===== src/rtl/imem_loader_if.sv =====
// Byte-stream input and instruction-memory write bus of the boot loader.
interface imem_loader_if #(
  parameter int ADDR_W = 5
);
  logic              in_valid;
  logic [7:0]        in_data;
  logic              in_ready;
  logic              we;
  logic [ADDR_W-1:0] waddr;
  logic [31:0]       wdata;

  // Byte source and memory side.
  modport master (
    output in_valid, in_data,
    input  in_ready, we, waddr, wdata
  );

  // Loader side.
  modport slave (
    input  in_valid, in_data,
    output in_ready, we, waddr, wdata
  );
endinterface


===== src/rtl/imem_loader.sv =====
// Boot-time instruction-memory writer: assembles little-endian bytes into
// 32-bit words, writes them from index 0 upward and holds the core in reset
// while a program is loading.
module imem_loader #(
  parameter int DEPTH  = 32,
  parameter int ADDR_W = 5
) (
  input  logic              clk,
  input  logic              rst,
  input  logic              start,
  input  logic [ADDR_W:0]   len,
  imem_loader_if.slave      bus,
  output logic              busy,
  output logic              done,
  output logic              err,
  output logic              core_rst
);

  localparam int LEN_W = ADDR_W + 1;

  typedef enum logic [1:0] {S_IDLE, S_RECV, S_WRITE, S_DONE} state_e;

  state_e            state_q, state_d;
  logic [LEN_W-1:0]  len_q, len_d;
  logic [ADDR_W-1:0] cnt_q, cnt_d;
  logic [1:0]        bcnt_q, bcnt_d;
  logic [31:0]       asm_q, asm_d;
  logic [31:0]       wdata_q, wdata_d;
  logic [ADDR_W-1:0] waddr_q, waddr_d;
  logic              in_ready_q, in_ready_d;
  logic              we_q, we_d;
  logic              busy_q, busy_d;
  logic              done_q, done_d;
  logic              err_q, err_d;
  logic              core_rst_q, core_rst_d;

  logic              len_ok;
  logic              last_word;

  assign len_ok    = (len != '0) && (len <= LEN_W'(DEPTH));
  assign last_word = ({1'b0, cnt_q} == (len_q - LEN_W'(1)));

  // Next-state and registered-output logic; outputs are decoded from the
  // next state so every output is a flop with no input-to-output path.
  always_comb begin
    state_d    = state_q;
    len_d      = len_q;
    cnt_d      = cnt_q;
    bcnt_d     = bcnt_q;
    asm_d      = asm_q;
    wdata_d    = wdata_q;
    waddr_d    = waddr_q;
    err_d      = 1'b0;
    core_rst_d = core_rst_q;

    case (state_q)
      S_IDLE: begin
        if (start) begin
          if (len_ok) begin
            len_d      = len;
            cnt_d      = '0;
            bcnt_d     = '0;
            core_rst_d = 1'b0;
            state_d    = S_RECV;
          end else begin
            err_d = 1'b1;
          end
        end
      end
      S_RECV: begin
        if (bus.in_valid) begin
          asm_d[{bcnt_q, 3'b000} +: 8] = bus.in_data;
          if (bcnt_q == 2'd3) begin
            // Assembly lives in its own register so wdata only moves with we.
            wdata_d = {bus.in_data, asm_q[23:0]};
            waddr_d = cnt_q;
            state_d = S_WRITE;
          end else begin
            bcnt_d = bcnt_q + 2'd1;
          end
        end
      end
      S_WRITE: begin
        if (last_word) begin
          state_d = S_DONE;
        end else begin
          cnt_d   = cnt_q + ADDR_W'(1);
          bcnt_d  = '0;
          state_d = S_RECV;
        end
      end
      S_DONE: begin
        core_rst_d = 1'b1;
        state_d    = S_IDLE;
      end
      default: state_d = S_IDLE;
    endcase

    in_ready_d = (state_d == S_RECV);
    we_d       = (state_d == S_WRITE);
    busy_d     = (state_d == S_RECV) || (state_d == S_WRITE);
    done_d     = (state_d == S_DONE);
  end

  // State and output registers with asynchronous reset.
  always_ff @(posedge clk or posedge rst) begin
    if (rst) begin
      state_q    <= S_IDLE;
      len_q      <= '0;
      cnt_q      <= '0;
      bcnt_q     <= '0;
      asm_q      <= '0;
      wdata_q    <= '0;
      waddr_q    <= '0;
      in_ready_q <= 1'b0;
      we_q       <= 1'b0;
      busy_q     <= 1'b0;
      done_q     <= 1'b0;
      err_q      <= 1'b0;
      core_rst_q <= 1'b0;
    end else begin
      state_q    <= state_d;
      len_q      <= len_d;
      cnt_q      <= cnt_d;
      bcnt_q     <= bcnt_d;
      asm_q      <= asm_d;
      wdata_q    <= wdata_d;
      waddr_q    <= waddr_d;
      in_ready_q <= in_ready_d;
      we_q       <= we_d;
      busy_q     <= busy_d;
      done_q     <= done_d;
      err_q      <= err_d;
      core_rst_q <= core_rst_d;
    end
  end

  assign bus.in_ready = in_ready_q;
  assign bus.we       = we_q;
  assign bus.waddr    = waddr_q;
  assign bus.wdata    = wdata_q;
  assign busy         = busy_q;
  assign done         = done_q;
  assign err          = err_q;
  assign core_rst     = core_rst_q;

endmodule


===== src/flat_wrapper.sv =====
// flat-port wrapper written by rule: the top's interface ports become plain ports
module imem_loader_flat 
#(
  parameter int DEPTH  = 32,
  parameter int ADDR_W = 5
)
  (clk, rst, start, len, busy, done, err, core_rst, bus_in_valid, bus_in_data, bus_in_ready, bus_we, bus_waddr, bus_wdata);
  imem_loader_if #(.ADDR_W(ADDR_W)) bus_i ();
  input  logic clk;
  input  logic rst;
  input  logic start;
  input  logic [ADDR_W:0] len;
  output logic busy;
  output logic done;
  output logic err;
  output logic core_rst;
  input wire logic [$bits(bus_i.in_valid)-1:0] bus_in_valid;
  input wire logic [$bits(bus_i.in_data)-1:0] bus_in_data;
  output wire logic [$bits(bus_i.in_ready)-1:0] bus_in_ready;
  output wire logic [$bits(bus_i.we)-1:0] bus_we;
  output wire logic [$bits(bus_i.waddr)-1:0] bus_waddr;
  output wire logic [$bits(bus_i.wdata)-1:0] bus_wdata;
  assign bus_i.in_valid = bus_in_valid;
  assign bus_i.in_data = bus_in_data;
  assign bus_in_ready = bus_i.in_ready;
  assign bus_we = bus_i.we;
  assign bus_waddr = bus_i.waddr;
  assign bus_wdata = bus_i.wdata;
  imem_loader #(.DEPTH(DEPTH), .ADDR_W(ADDR_W)) u_core (.clk(clk), .rst(rst), .start(start), .len(len), .bus(bus_i), .busy(busy), .done(done), .err(err), .core_rst(core_rst));
endmodule

===== config.mk =====
export PLATFORM = sky130hd
export DESIGN_NAME = imem_loader_flat
export DESIGN_NICKNAME = d
export VERILOG_FILES = /design/src/rtl/imem_loader_if.sv /design/src/rtl/imem_loader.sv /design/src/flat_wrapper.sv
export SDC_FILE = /design/constraint.sdc
export NUM_CORES = 1
export LEC_CHECK = 0
export BUFFER_PORTS_ARGS = -buffer_cell sky130_fd_sc_hd__clkbuf_2
export CAP_MARGIN = 25
export CORE_MARGIN = 3
export CORE_UTILIZATION = 35
export CTS_CLUSTER_DIAMETER = 200
export CTS_CLUSTER_SIZE = 12
export DETAILED_ROUTE_END_ITERATION = 8
export PLACE_DENSITY = 0.59
export SLEW_MARGIN = 20
export SYNTH_ARGS = -nofsm -noshare
export SYNTH_HDL_FRONTEND = slang
export SYNTH_SLANG_ARGS = --single-unit

===== constraint.sdc =====
create_clock -name clk -period 2 [get_ports clk]
set_clock_uncertainty 0.1 [all_clocks]
set_input_delay 0 -clock clk [delete_from_list [all_inputs] [get_ports clk]]
set_output_delay 0 -clock clk [all_outputs]
set_load 0.005 [all_outputs]

==> flow_metrics.env <==
export IMPL_synth_cells=294
export IMPL_dp_cells=491
export IMPL_crit_path_start_kind="register"
export IMPL_place_ws_ns=-0.1701
export IMPL_dpl_instance_area_um2=4079
export IMPL_cap_violations=0
export IMPL_syn_num_nets=322
export IMPL_end_kind="register"
export IMPL_drc=0
export IMPL_status="finished with violations"
export IMPL_critical_path_class="register to register"
export IMPL_cts_tree="built"
export IMPL_start_util_pct=36.84
export IMPL_io_buffers=60
export IMPL_fin_cells=528
export IMPL_crit_fanout=3
export IMPL_p_int_mw=3.845
export IMPL_vdd_ir_drop_worst_uv=483.6
export IMPL_rsz0062_at_grt="yes"
export IMPL_power_share_sequential_pct=45.8
export IMPL_clock_path_buffers=2
export IMPL_diodes=0
export IMPL_cts_buffers=9
export IMPL_slew_headroom_pct=70.69
export IMPL_yosysWarnings=0
export IMPL_chipHeight_um=105.8
export IMPL_vias=2409
export IMPL_fin_crit_sh_pct=105.2
export IMPL_ant_nets=0
export IMPL_worst_pin_slew_ns=0.4387
export IMPL_finalCoreUtilization_pct=47.49
export IMPL_gp_congestion=0.7226
export IMPL_final_layout_size_suffix_gt1_share_pct=38.10
export IMPL_setup_viol=6
export IMPL_grt_pass1_wl_um=12170
export IMPL_layout_min_cycle_time_ns=2.104
export IMPL_violations="setup timing"
export IMPL_synth_cell_types=34
export IMPL_first_pass_iters=4
export IMPL_switchingPower_mw=1.981
export IMPL_finalPower_mw=5.826
export IMPL_post_dp_hpwl_um=4895
export IMPL_hold_class="input port to register"
export IMPL_clk_latency_ns=0.35
export IMPL_switching_share_pct=34.01
export IMPL_core_um2=9459
export IMPL_nets=422
export IMPL_grt_pass1_vias=2468
export IMPL_die_area_um2=11190
export IMPL_arrival_ns=2.30
export IMPL_rows=35
export IMPL_leakage_nw=2.221
export IMPL_powerDensity_nw_per_um2=1297
export IMPL_fmax_ghz=0.4753
export IMPL_viasPerCell=4.563
export IMPL_setup_ws_ns=-0.1037
export IMPL_yosys_top_cells_area="dfrtp_1 (59%), mux2_2 (14%), nand2_1 (6.8%), o21ai_0 (4.0%), ha_1 (3.6%)"
export IMPL_synth_top_area_share_pct=58.89
export IMPL_area_growth_pct=28.90
export IMPL_synth_edf_count=0
export IMPL_drt_met1_wl_um=3203
export IMPL_yosys_register_bits=82
export IMPL_whs_ns=0.08882
export IMPL_fp_dieW_um=105.8
export IMPL_wl_um=6987
export IMPL_grt_util_all_layers_pct=13.66
export IMPL_p_comb_share_pct=35.4
export IMPL_required_ns=2.19
export IMPL_syn_area_um2=3485
export IMPL_yosysTopAreaCell="dfrtp_1"
export IMPL_wl_per_cell_um=13.23
export IMPL_htree_levels=3
export IMPL_seq_area_frac_synth_pct=58.89
export IMPL_hold_violations=0
export IMPL_first_iter_violations=91
export IMPL_syn_avg_cell_area_um2=11.85
export IMPL_globalRouteOverflowTotal=0
export IMPL_design_area_um2=4492
export IMPL_grt_max_degree=83
export IMPL_clock_root_buffer="clkbuf_8"
export IMPL_antenna_found_initial=0
export IMPL_async_flop_share_pct=100.0
export IMPL_report_final_slew_viol_count=0
export IMPL_wl_met2_um=3397
export IMPL_cts_sinks=82
export IMPL_mostFrequentLayoutCells="dfrtp_1 (82), nand2_1 (62), clkbuf_2 (60)"
export IMPL_setup_tns_ns=-0.4301
export IMPL_power_frac_clock_pct=18.7
export IMPL_layout_commonest_cell="dfrtp_1"
export IMPL_dr_wl_met3_um=329
export IMPL_highest_signal_layer="met4"
export IMPL_pin_count=61
export IMPL_path_clk_slew_ns=0.09
export IMPL_synth_ff_type="dfrtp_1"
## critical path, cell delays in order (launching register included)
cell,delay [ns]
dfrtp_1,0.40
or4_4,0.55
o21ai_2,0.12
nor4b_4,0.31
nand3_1,0.17
nand2_2,0.10
ha_1,0.23
inv_1,0.06
## metal layers
layer,global-route usage (%),vias to the layer above
met2,22.45,51
met1,17.31,1155
met5,0,-
met4,3.885,0
met3,4.348,6
li1,-,1197
## cell usage after synthesis, types with 2 or more instances
cell type and count:
dfrtp_1 82, xnor2_1 2, nor2_1 3, nand2_1 63, clkbuf_1 7, a21oi_1 5
nor3_1 4, xor2_1 3, mux2_2 42, inv_1 11, nor2b_1 2, ha_1 10
mux2i_1 2, nand3_1 3, nand4_1 4, o21ai_0 28, or4_4 2, nand2b_1 5
## area by class of cell
type / count / area, um2
Tap cell: 129 / 161.4
Inverter: 11 / 45.04
Multi-Input combinational cell: 192 / 1395
Clock inverter: 6 / 51.30
Clock buffer: 10 / 127.6
Timing Repair Buffer: 98 / 659.4
Fill cell: 913 / 4967
Sequential cell: 82 / 2052
## flip-flops by register name, indices dropped and copies added, names as in the netlist
| register | flops |
|---|---|
| u_core.cnt_q | 5 |
| u_core.bus.wdata | 32 |
| u_core.bus.in_ready | 1 |
| u_core.busy | 1 |
| u_core.done | 1 |
| u_core.asm_q | 24 |
| u_core.err | 1 |
| u_core.core_rst | 1 |
| u_core.state_q | 2 |
| u_core.bus.waddr | 5 |
| u_core.bcnt_q | 2 |
| u_core.len_q | 6 |
| u_core.bus.we | 1 |
## power groups by stage
stage                     Combinational, mW  Clock, mW  Sequential (mW)
final                                  2.07       1.09             2.67
after CTS                              2.05       1.15             2.68
after floorplan                        1.13          0             2.69
after global placement                 1.95          0             2.68
after global routing                   2.36       1.22             2.77
after detailed placement               2.00          0             2.71
## what timing repair did
| action | 4_1_cts | 5_1_grt |
|---|---|---|
| hold buffers | 18 | 0 |
| setup endpoints to repair | 9 | 11 |
| gates resized for setup | 3 | 7 |
| pin swaps | 6 | 6 |
| endpoints found under the hold margin | 124 | 0 |
| buffers inserted | 2 | 2 |
## final timing paths
kind | start | end | slack [ns] | cells after the start
min in group asynchronous | rst | u_core.len_q[3] | 0.19 | 4
worst max register to register | u_core.len_q[1] | u_core.busy | -0.10 | 7
max in group asynchronous | rst | u_core.asm_q[22] | 1.26 | 4
worst min register to register | u_core.asm_q[9] | u_core.asm_q[9] | 0.38 | 2
worst min-delay path | len[2] | u_core.core_rst | 0.09 | 5
worst max-delay path | u_core.len_q[1] | u_core.busy | -0.10 | 7
## logic make-up (layout without fill, tap and decap cells)
kind of cell    count (synthesis)  after routing  synth area share (%)
fa+ha+maj                      10             10                 3.591
simple gates                   92             92                 12.32
buf+inv                        20            125                 2.262
xor+xnor                        5              5                 1.257
flops                          82             82                 58.89
mux                            44             44                 14.15
compound gates                 41             41                 7.541
(Power assumes the default switching activity.)
